--- src/rtl/t_descrambler.sv ---
`default_nettype none
// ============================================================================
//  Module   : t_descrambler
//  Purpose  : Self-synchronizing ternary descrambler, d = s + 2*h2 + h5 (mod 3),
//             over a 5-trit history of received scrambled trits.
//             Optional frame check-trit strip/verify under T_DESCR_CHECKSUM_EN.
//  Revision : 1.0  initial release
// ============================================================================
module t_descrambler #(
    parameter int FRAME_LEN = 27
) (
    input  logic       clk,
    input  logic       rst,
    input  logic [1:0] in_trit,
    input  logic       in_valid,
    output logic       in_ready,
    output logic [1:0] out_trit,
    output logic       out_valid,
    input  logic       out_ready,
    output logic       locked,
    output logic       code_err
`ifdef T_DESCR_CHECKSUM_EN
    ,
    output logic       chk_ok,
    output logic       chk_err
`endif
);

    localparam logic c_FILL = 1'b0;
    localparam logic c_RUN  = 1'b1;

    if (FRAME_LEN < 1) begin : g_bad_frame_len
        $error("t_descrambler: FRAME_LEN must be >= 1");
    end

    function automatic logic [1:0] mod3(input logic [2:0] v);
        logic [2:0] r;
        r = v;
        if (r >= 3'd6)      r = r - 3'd6;
        else if (r >= 3'd3) r = r - 3'd3;
        return r[1:0];
    endfunction

    // ------------------------------------------------------------------------
    // Registers
    // ------------------------------------------------------------------------
    logic            r_state_q,     w_state_d;
    logic [2:0]      r_fill_cnt_q,  w_fill_cnt_d;
    logic [5:1][1:0] r_hist_q,      w_hist_d;
    logic [1:0]      r_out_trit_q,  w_out_trit_d;
    logic            r_out_valid_q, w_out_valid_d;
    logic            r_code_err_q,  w_code_err_d;

    logic            w_accept;
    logic            w_forward;
    logic [1:0]      w_s;
    logic [1:0]      w_neg_h2;
    logic [1:0]      w_d;

`ifdef T_DESCR_CHECKSUM_EN
    localparam int c_PH_W = $clog2(FRAME_LEN + 1);
    localparam logic [c_PH_W-1:0] c_CHK_PHASE = c_PH_W'(FRAME_LEN);

    logic [c_PH_W-1:0] r_phase_q,   w_phase_d;
    logic [1:0]        r_acc_q,     w_acc_d;
    logic              r_chk_ok_q,  w_chk_ok_d;
    logic              r_chk_err_q, w_chk_err_d;
`endif

    // ------------------------------------------------------------------------
    // FSM: state register
    // ------------------------------------------------------------------------
    always_ff @(posedge clk or posedge rst) begin
        if (rst) r_state_q <= c_FILL;
        else     r_state_q <= w_state_d;
    end

    // FSM: next state
    always_comb begin
        w_state_d = r_state_q;
        if (r_state_q == c_FILL && w_accept && r_fill_cnt_q == 3'd4)
            w_state_d = c_RUN;
    end

    // FSM: outputs
    always_comb begin
        locked = (r_state_q == c_RUN);
    end

    // ------------------------------------------------------------------------
    // Datapath
    // ------------------------------------------------------------------------
    assign in_ready = !r_out_valid_q || out_ready;
    assign w_accept = in_valid && in_ready;
    assign w_s      = (in_trit == 2'b11) ? 2'b00 : in_trit;

    // 2*h mod 3 equals -h mod 3, i.e. swap 1<->2; keeps the sum within 0..6.
    assign w_neg_h2 = {r_hist_q[2][0], r_hist_q[2][1]};
    assign w_d      = mod3({1'b0, w_s} + {1'b0, w_neg_h2} + {1'b0, r_hist_q[5]});

`ifdef T_DESCR_CHECKSUM_EN
    assign w_forward = (r_phase_q != c_CHK_PHASE);
`else
    assign w_forward = 1'b1;
`endif

    always_comb begin
        w_fill_cnt_d  = r_fill_cnt_q;
        w_hist_d      = r_hist_q;
        w_out_trit_d  = r_out_trit_q;
        w_out_valid_d = r_out_valid_q && !out_ready;
        w_code_err_d  = 1'b0;

        if (w_accept) begin
            w_hist_d     = {r_hist_q[4:1], w_s};
            w_code_err_d = (in_trit == 2'b11);
            if (r_state_q == c_FILL) begin
                w_fill_cnt_d = r_fill_cnt_q + 3'd1;
            end else if (w_forward) begin
                w_out_trit_d  = w_d;
                w_out_valid_d = 1'b1;
            end
        end
    end

`ifdef T_DESCR_CHECKSUM_EN
    // Payload trits accumulate; the check trit is compared, then the frame restarts.
    always_comb begin
        w_phase_d   = r_phase_q;
        w_acc_d     = r_acc_q;
        w_chk_ok_d  = 1'b0;
        w_chk_err_d = 1'b0;

        if (w_accept && r_state_q == c_RUN) begin
            if (r_phase_q == c_CHK_PHASE) begin
                w_chk_ok_d  = (w_d == r_acc_q);
                w_chk_err_d = (w_d != r_acc_q);
                w_phase_d   = '0;
                w_acc_d     = 2'b00;
            end else begin
                w_phase_d = r_phase_q + 1'b1;
                w_acc_d   = mod3({1'b0, r_acc_q} + {1'b0, w_d});
            end
        end
    end

    always_ff @(posedge clk or posedge rst) begin
        if (rst) begin
            r_phase_q   <= '0;
            r_acc_q     <= 2'b00;
            r_chk_ok_q  <= 1'b0;
            r_chk_err_q <= 1'b0;
        end else begin
            r_phase_q   <= w_phase_d;
            r_acc_q     <= w_acc_d;
            r_chk_ok_q  <= w_chk_ok_d;
            r_chk_err_q <= w_chk_err_d;
        end
    end

    assign chk_ok  = r_chk_ok_q;
    assign chk_err = r_chk_err_q;
`endif

    always_ff @(posedge clk or posedge rst) begin
        if (rst) begin
            r_fill_cnt_q  <= 3'd0;
            r_hist_q      <= '0;
            r_out_trit_q  <= 2'b00;
            r_out_valid_q <= 1'b0;
            r_code_err_q  <= 1'b0;
        end else begin
            r_fill_cnt_q  <= w_fill_cnt_d;
            r_hist_q      <= w_hist_d;
            r_out_trit_q  <= w_out_trit_d;
            r_out_valid_q <= w_out_valid_d;
            r_code_err_q  <= w_code_err_d;
        end
    end

    assign out_trit  = r_out_trit_q;
    assign out_valid = r_out_valid_q;
    assign code_err  = r_code_err_q;

endmodule
`default_nettype wire
--- config.mk ---
export PLATFORM = sky130hd
export DESIGN_NAME = t_descrambler
export DESIGN_NICKNAME = d
export VERILOG_FILES = /design/src/rtl/t_descrambler.sv
export SDC_FILE = /design/constraint.sdc
export NUM_CORES = 1
export LEC_CHECK = 0
export ABC_AREA = 1
export BUFFER_PORTS_ARGS = -buffer_cell sky130_fd_sc_hd__buf_2
export CORE_UTILIZATION = 35
export CTS_CLUSTER_SIZE = 28
export DETAILED_ROUTE_END_ITERATION = 7
export SYNTH_ARGS = -nofsm -noshare
export SYNTH_HDL_FRONTEND = slang
export SYNTH_SLANG_ARGS = --single-unit
--- constraint.sdc ---
create_clock -name clk -period 3.47 [get_ports clk]
set_input_delay 0.1735 -clock clk [delete_from_list [all_inputs] [get_ports clk]]
set_output_delay 0.1735 -clock clk [all_outputs]
set_load 0.05 [all_outputs]
# Word-level counts from Yosys, hierarchy flattened
# Index checks and enable logic that the tools add are counted.
# word_totals
regBits,18
latchBits,0
ram_bits,0
mem_bits_ro,0
output_inout_bits,6
word_cells,35
n_memories,0
# op_classes
add_sub_neg,5
mul,0
div_mod_pow,0
n_lt_le_gt_ge,2
n_eq_ne,2
n_shift,0
muxes,6
bitwise,1
reduce_logical,9
# ops
operator,count
$mux 2,3
$logic_and 1x1->1,4
$reduce_and 2->1,2
$sub 2x2->2 const B,2
$add 2x2->3,1
$add 3x1->3 const B,1
$add 3x2->3,1
$eq 3x3->1 const B,1
$ge 3x2->1 const B,1
$ge 3x3->1 const B,1
$mux 1,3
$eq 2x2->1 const B,1
$logic_not 1->1,2
$logic_or 1x1->1,1
$not 1->1,1

# Longest topological paths before layout
# Gate-level depths: netlist of the first run.
# depth
depth_word,7
mapped_depth,13

# Worst setup path after synthesis of the first run
# Ideal clock, no wire load.
# synth_timing
path_type,reg2reg
start,register r_hist_q[2] (netlist bit)
end,"register r_out_trit_q[1], in the netlist out_trit[1]"
arrival_ns,1.835
setup_slack_ns,1.518
path_stages_with_launch,10
path_buffers,0
synth_period_minus_slack_ns,1.952
cell_sequence,dfrtp_1 -> fa_1 -> ha_1 -> ha_1 -> a21oi_1 -> nand2_1 -> nand2_1 -> nand3_1 -> nand2_1 -> nand2_1
# synth_between
elab_chain_len,5
word_cells_on_any_way,8
# synth_lines
item,line,source
"start, declared",49,"logic [5:1][1:0] r_hist_q, w_hist_d;"
"start signal, assigned",174,r_hist_q <= w_hist_d;
$add 2x2->3 (*),99,"assign w_d = mod3({1'b0, w_s} + {1'b0, w_neg_h2} + {1'b0, r_hist_q[5]});"
$add 3x2->3 (*),99,
$ge 3x2->1 or $sub 2x2->2 (tied branches),40,else if (r >= 3'd3) r = r - 3'd3;
$mux 2,40,
$mux 2 (*),39,if (r >= 3'd6) r = r - 3'd6;
"end signal, assigned",175,r_out_trit_q <= w_out_trit_d;
"end, declared",50,"logic [1:0] r_out_trit_q, w_out_trit_d;"
# Mark *: on every way between the ends. The rest lies on a longest branch, timed or not.
# A chain may end at the register's enable or synchronous reset.

# Worst setup path after layout of the first run
# Same ends and word-level chain as after synthesis.

==> metrics.cfg, run 1 <==
[clock_tree]
clk_pin_slew_ps=100
cts_tree=yes
h-tree-depth=1
cts_root_buf=clkbuf_4
ctsLongestPathBuffers=2
clkLatencyLatePin_ps=290
cts_sinks=18
numCtsBuffers=3
postCtsSetupBuffers=0

[timing]
fin_crit_ps=2110
tns_ps=0
slew_headroom_pct=54.9
max_freq_mhz=473
hold_viol=0
fin_skew_ps=5.48
hold_slack_ps=120
maxSlewViolCount=0
worst_pin_slew_ps=676
post-route-period-util_pct=60.9
setup_viol=0
fin_ws_ps=1360
rsz0062_at_grt=no

[finish]
fin_util_pct=41.9
finalNetCount=134
final_cells=150
fill_cells=249
register_area_um2=450
drive_gt1_share_pct=16.7
syn2layout_area_growth_pct=12.6
diodes=0
multi_input_area_um2=385

[worst_setup_path]
timing.reg2reg.setup_slack_ps=1360
critPathLaunch=r_hist_q[2]
worstPathMaxFanout=5
critical_path.slowest_cell=fa_1
critPathCapture=out_trit[1]
crit_top_cell=nand2_1
arrival_ps=2300
cp-start-kind=register
timing.rr.start=r_hist_q[2]
cp-end-kind=register
critPathMaxStageDelay_ps=490
worstPathCellList=fa_1 > ha_1 > ha_1 > a21oi_1 > nand2_1 > nand2_1 > nand3_1 > nand2_1 > nand2_1
required_ps=3660
critPathKind=reg2reg
r2r_cells=9
timing.rr.end=out_trit[1]

[logic_synthesis]
synthCells=106
yosys_warnings=0
yosysTopAreaCellShare_pct=48.9
syn_avg_cell_area_um2=8.69
synth.largest_area_cell=dfrtp_1
syn_area_um2=921
mappedNetlistNets=119
synth_area_leaders=dfrtp_1, nand2_1, ha_1, inv_1, fa_1
synth_cell_types=17
synth-seq-cells=18
seq_area_frac_synth_pct=48.9

[global_route]
grt_overflow_total=0
track_usage_pct=12.7
grt_max_degree=19
grt_pass1_wl_um=2570
grt_pass1_vias=619
antenna_found_initial=0

[drt]
ant_nets=0
viasPerCell=4.48
drt_iter0_markers=6
num_vias=672
drtPass1Iterations=4
post_drt_wl_per_cell_um=9.52
drc=0
totalWireLength_um=1430

[placed_design]
dpl_worst_slack_ps=1360
gp_congestion=0.748
dp_hpwl_um=1100
dp_cells=145
io_buffers=11

[die]
design.core.area_um2=2480
fp-row-count=18
chipWidth_um=53.3
ios=12
die-area_um2=2840
dieHeight_um=53.3
start_util_pct=37.2

[power]
p_leak_nw=0.593
ir_drop_uv=363
p_per_area_nw_per_um2=597

[run_status]
outcome=complete, no violations

[worst_hold_path]
hold_class=in2reg
hold_path_depth=3

[run]
cap_violations=0

[cell usage after synthesis (all sizes together)]
master	n
fa	2
nand2	43
nor2	5
a21oi	2
o21ai	5
inv	16
xnor2	1
dfrtp	18
ha	5
nand3	5
nor3	1
xor2	1
buf	2
[cells in the final DEF, fill, tap and decap left out]
master         netlist  layout
inv_4                1       1
nand2_1             39      39
xor2_1               1       1
nor2_1               5       5
dfrtp_1             18      18
nand2_4              2       2
fa_1                 2       2
clkbuf_4             0       3
inv_1               15      15
ha_1                 5       5
clkbuf_8             0       1
o21ai_1              2       2
a21oi_1              2       2
dlygate4sd3_1        0       1
o21ai_0              3       3
nor3_1               1       1
nand2_2              2       2
xnor2_1              1       1
nand3_1              5       5
buf_2                0      11
[area by class of cell]
type / instances / area share (%)
sequential: 18 / 43.4
clock buffer: 4 / 3.50
timing repair buffer: 12 / 6.27
multi-input combinational: 70 / 37.2
tap: 30 / 3.62
inverter: 16 / 6.03
[worst min path at each step]
stage / to / slack [ps] / startpoint
6_report: code_err / 120 / in_trit[0]
3_5_place_dp: out_trit[0] / 310 / rst
2_1_floorplan: code_err / 110 / rst
4_1_cts: code_err / 120 / in_trit[0]
5_1_grt: code_err / 120 / in_trit[0]
3_3_place_gp: out_valid / 310 / rst
[state kept, by name, summed over array words and instances, names as in the netlist]
| register | flops |
|---|---|
| r_hist_q | 10 |
| locked | 1 |
| r_fill_cnt_q | 3 |
| out_valid | 1 |
| code_err | 1 |
| out_trit | 2 |
[repair_timing]
| action | 4_1_cts | 5_1_grt |
|---|---|---|
| hold endpoints to repair | 18 | 0 |
| endpoints found under the setup margin | 0 | 0 |
| hold buffers | 1 | 0 |
| resized for setup | 0 | 0 |
[where the power goes]
group	switching (mW)	internal, mW
logic	0.155	0.0744
registers	0.0202	0.243
clock network	0.0638	0.0639
total	0.239	0.381
[per-stage QoR]
| stage | cell area [µm²] | total power [mW] |
|---|---|---|
| 5_1_grt | 1040 | 0.678 |
| 2_1_floorplan | 921 | 0.452 |
| 3_3_place_gp | 991 | 0.489 |
| 3_5_place_dp | 991 | 0.498 |
| 6_report | 1040 | 0.620 |
| 4_1_cts | 1040 | 0.628 |
[critical path: cells and delay by family, from the launching register on]
kind / cells / cell delay (ps)
DFF: 1 / 430
adders and majority gates: 3 / 1050
and+or+nand+nor: 5 / 360
AOI/OAI and AO/OA: 1 / 160
[layer usage]
| metal | track usage (%) | up-vias | wire, µm |
|---|---|---|---|
| met4 | 6.58 | 0 | 23 |
| li1 | - | 345 | - |
| met3 | 2.59 | 4 | 28 |
| met5 | 0 | - | 0 |
| met1 | 16.6 | 318 | 709 |
| met2 | 19.6 | 5 | 667 |
[cell families after synthesis]
logic type,synth area share [%]
xor gates and xnor gates,1.90
AOI/OAI and AO/OA,3.80
DFF,48.9
buffers and inverters,9.24
and+or+nand+nor,25.0
adders and majority gates,11.1
No activity file was read; power rests on OpenSTA's default activity.
==> inputs of run 2 (changes only) <==
clock period = 2.1 ns   (was 3.47 ns; I/O delays follow)
==> run 2 against run 1 <==
  * Design area up 2.8%
  * Critical path type unchanged
  * Critical endpoint unchanged
  * Register-to-register slack worse by 1300 ps
  * Highest routed layer unchanged
  * Cell count up 0.67%
  * Sequential share of layout area down 1.2 points
==> metrics.cfg, run 2 (synthesis results as in run 1) <==
[run_status]
outcome=complete, no violations

[worst_setup_path]
timing.reg2reg.setup_slack_ps=100
worstPathMaxFanout=5
cp-start-kind=register
cp-end-kind=register
required_ps=2290
critPathKind=reg2reg
arrival_ps=2200

[die]
fp-row-count=18
ios=12
dieHeight_um=53.3
chipWidth_um=53.3
start_util_pct=37.2
design.core.area_um2=2480
die-area_um2=2840

[power]
p_leak_nw=0.599
p_per_area_nw_per_um2=998
finalPower_mw=1.06
ir_drop_uv=525

[clock_tree]
numCtsBuffers=3
cts_sinks=18
ctsLongestPathBuffers=2
h-tree-depth=1
clk_pin_slew_ps=100
cts_root_buf=clkbuf_4
clkLatencyLatePin_ps=290
cts_tree=yes

[timing]
fin_skew_ps=1.89
setup_viol=0
tns_ps=0
hold_slack_ps=57.6
worst_pin_slew_ps=662
max_freq_mhz=499
maxSlewViolCount=0
slew_headroom_pct=55.8
post-route-period-util_pct=95.4
fin_crit_ps=2000
hold_viol=0

[placed_design]
gp_congestion=0.765
io_buffers=11
dpl_cell_area_um2=991
dp_hpwl_um=1120

[worst_hold_path]
hold_class=in2reg

[global_route]
grt_pass1_wl_um=2660
grt_pass1_vias=644
grt_overflow_total=0
antenna_found_initial=0
track_usage_pct=13.4
grt_max_degree=19

[drt]
drt_iter0_markers=7
viasPerCell=4.37
drc=0
ant_nets=0
totalWireLength_um=1460
post_drt_wl_per_cell_um=9.64
num_vias=660
drtPass1Iterations=4

[finish]
finalNetCount=135
drive_gt1_share_pct=19.8
final_cell_mix=nand2_1, dfrtp_1, inv_1
fill_cells=266
diodes=0
top_register=r_hist_q
layout_commonest_cell=nand2_1
final_cell_area_um2=1070
syn2layout_area_growth_pct=15.8
largest_reg_flops=10

[run]
cap_violations=0

[run 2: final cells by class]
class	count	area, µm²	area share [%]
inverter	16	62.6	5.87
timing repair buffer	13	72.6	6.81
clock buffer	4	36.3	3.40
multi-input combinational	70	407	38.1
sequential	18	450	42.3
tap	30	37.5	3.52
[run 2: path summary, 6_finish.rpt]
| kind | start | endpoint | cells after the start |
|---|---|---|---|
| worst min-delay path | in_trit[1] | code_err | 3 |
| worst max register to register | r_hist_q[9] | out_trit[1] | 9 |
| min in group asynchronous | rst | out_trit[0] | 3 |
| worst min register to register | r_hist_q[5] | r_hist_q[7] | 2 |
| worst max-delay path | r_hist_q[9] | out_trit[1] | 9 |
| max in group asynchronous | rst | r_hist_q[2] | 3 |
[run 2: where the power goes]
part           switching (mW)  internal, mW  total, mW
Combinational           0.268         0.149      0.417
Clock                   0.106         0.106      0.212
Sequential             0.0337         0.401      0.434
[run 2: timing repair]
action / CTS / global route
hold endpoints to repair: 18 / 0
hold buffers: 1 / 0
gates resized for setup: 1 / 2
pin swaps: 0 / 1
setup endpoints to repair: 2 / 2
buffers inserted: 0 / 1
[run 2: critical path: stages, from the launching register on]
cell     delay, ps
dfrtp_1        420
fa_1           600
ha_4           230
ha_1           190
a21oi_2        130
nand2_1        100
nand2_1         70
nand3_1         60
nand2_1         60
nand2_1         50
[run 2: routing by layer]
layer | track usage, % | vias to the layer above | share of wire [%]
li1 | - | 352 | -
met1 | 16.7 | 299 | 48
met2 | 20.6 | 5 | 47
met3 | 2.59 | 4 | 2.3
met4 | 9.21 | 0 | 2.5
met5 | 0 | - | 0
[run 2: stage by stage]
step	std cells	setup WS [ps]	util (%)
floorplan	106	148	-
CTS	150	36.9	42.4
global route	151	-5.35	43.0
finish	151	96.6	43.0
global placement	145	75.4	40.0
detailed placement	145	7.95	40.0
==> inputs of run 3 (changes only) <==
HOLD_SLACK_MARGIN = 0.08   (was not set)
SLEW_MARGIN = 0   (was not set)
==> run 3 against run 2 <==
  * Combinational power grew 1%
  * First-iteration DRC count is the same
  * Critical path depth is the same
  * Total power grew 0.34%
  * Critical path type unchanged
==> metrics.cfg, run 3 (synthesis results as in run 1) <==
[worst_setup_path]
required_ps=2290
worstPathCellList=fa_1 > ha_4 > ha_1 > a21oi_2 > nand2_1 > nand2_1 > nand3_1 > nand2_1 > nand2_1
cp-start-kind=register
timing.rr.start=r_hist_q[9]
crit_top_cell=nand2_1
critPathLaunch=r_hist_q[9]
timing.rr.end=out_trit[1]
worstPathMaxFanout=5
critical_path.slowest_cell=fa_1
critPathMaxStageDelay_ps=600
cp_num_cells=9
r2r_cells=9
cp-end-kind=register
crit_buf_inv=0
critPathKind=reg2reg
arrival_ps=2200
cp_top_family=adder cells
timing.reg2reg.setup_slack_ps=90
critPathCapture=out_trit[1]

[timing]
setup_viol=0
hold_slack_ps=104
fin_crit_ps=2010
post-route-period-util_pct=95.5
tns_ps=0
fin_skew_ps=3.90
slew_headroom_pct=55.4
hold_viol=0
max_freq_mhz=499
maxSlewViolCount=0
worst_pin_slew_ps=668
fin_ws_ps=94.0

[placed_design]
dp_hpwl_um=1120
dpl_worst_slack_ps=7.95
io_buffers=11
gp_congestion=0.765

[finish]
syn2layout_area_growth_pct=19.0
drive_gt1_share_pct=19.4
layout_commonest_cell=nand2_1
finalNetCount=138
fin_util_pct=44.2
diodes=0
largest_reg_flops=10
final_cell_mix=nand2_1, dfrtp_1, inv_1
top_register=r_hist_q

[global_route]
grt_pass1_wl_um=2780
track_usage_pct=14.0
grt_max_degree=19
antenna_found_initial=0
grt_overflow_total=0
grt_pass1_vias=673

[drt]
drt_iter0_markers=7
post_drt_wl_per_cell_um=9.77
viasPerCell=4.34
num_vias=669
drc=0
drtPass1Iterations=4
ant_nets=0
totalWireLength_um=1500

[power]
p_leak_nw=0.614
ir_drop_uv=525
p_per_area_nw_per_um2=974

[run]
cap_violations=0

[clock_tree]
cts_root_buf=clkbuf_4
clkLatencyLatePin_ps=290
ctsLongestPathBuffers=2
cts_sinks=18
h-tree-depth=1
clk_pin_slew_ps=100
cts_tree=yes
numCtsBuffers=3

[die]
design.core.area_um2=2480
ios=12
dieHeight_um=53.3
die-area_um2=2840
start_util_pct=37.2
fp-row-count=18
chipWidth_um=53.3

[worst_hold_path]
hold_path_depth=4
hold_class=in2reg

[run_status]
outcome=complete, no violations

-- run 3: final cells by class --
cell class	instances	area, µm²
tap	30	37.5
clock buffer	4	36.3
inverter	16	62.6
sequential	18	450
timing repair buffer	16	103
fill	267	1380
multi-input combinational	70	407
-- run 3: worst min-delay path by stage --
stage	start	end	slack [ps]
after floorplan	rst	code_err	40
after global placement	rst	out_trit[1]	240
after detailed placement	rst	out_trit[0]	240
after CTS	in_trit[1]	r_hist_q[0]	100
after global routing	in_trit[0]	r_hist_q[1]	140
final	in_trit[1]	r_hist_q[0]	100
-- run 3: timing repair --
| action | 4_1_cts | 5_1_grt |
|---|---|---|
| resized for setup | 1 | 2 |
| setup endpoints to repair | 2 | 2 |
| setup buffers | 0 | 1 |
| endpoints found under the hold margin | 20 | 0 |
| pin swaps | 0 | 1 |
| gates cloned | 0 | 0 |
| hold buffers | 4 | 0 |
-- run 3: tightest hold or removal path, stage by stage --
cell and delay, ps:
buf_2 90, nor2_1 60, nand2_1 60, o21ai_1 50
-- run 3: per-layer routing --
metal / up-vias / share of wire [%] / track usage (%)
met2: 5 / 48 / 21.9
met1: 303 / 48 / 17.3
met5: - / 0 / 0
li1: 357 / - / -
met3: 4 / 2.2 / 2.59
met4: 0 / 2.4 / 9.21
-- run 3: metrics by stage --
stage | instances | total power [mW] | cell area (µm²)
detailed placement | 145 | 0.820 | 991
finish | 154 | 1.07 | 1100
CTS | 153 | 1.06 | 1080
floorplan | 106 | 0.746 | 921
global route | 154 | 1.16 | 1100
global placement | 145 | 0.808 | 991
-- run 3: report_power, final --
| part | internal [mW] | leakage, nW | switching, mW |
|---|---|---|---|
| registers | 0.401 | 0.221 | 0.0337 |
| clock network | 0.106 | 0.0210 | 0.106 |
| logic | 0.153 | 0.372 | 0.269 |
| total | 0.659 | 0.614 | 0.408 |
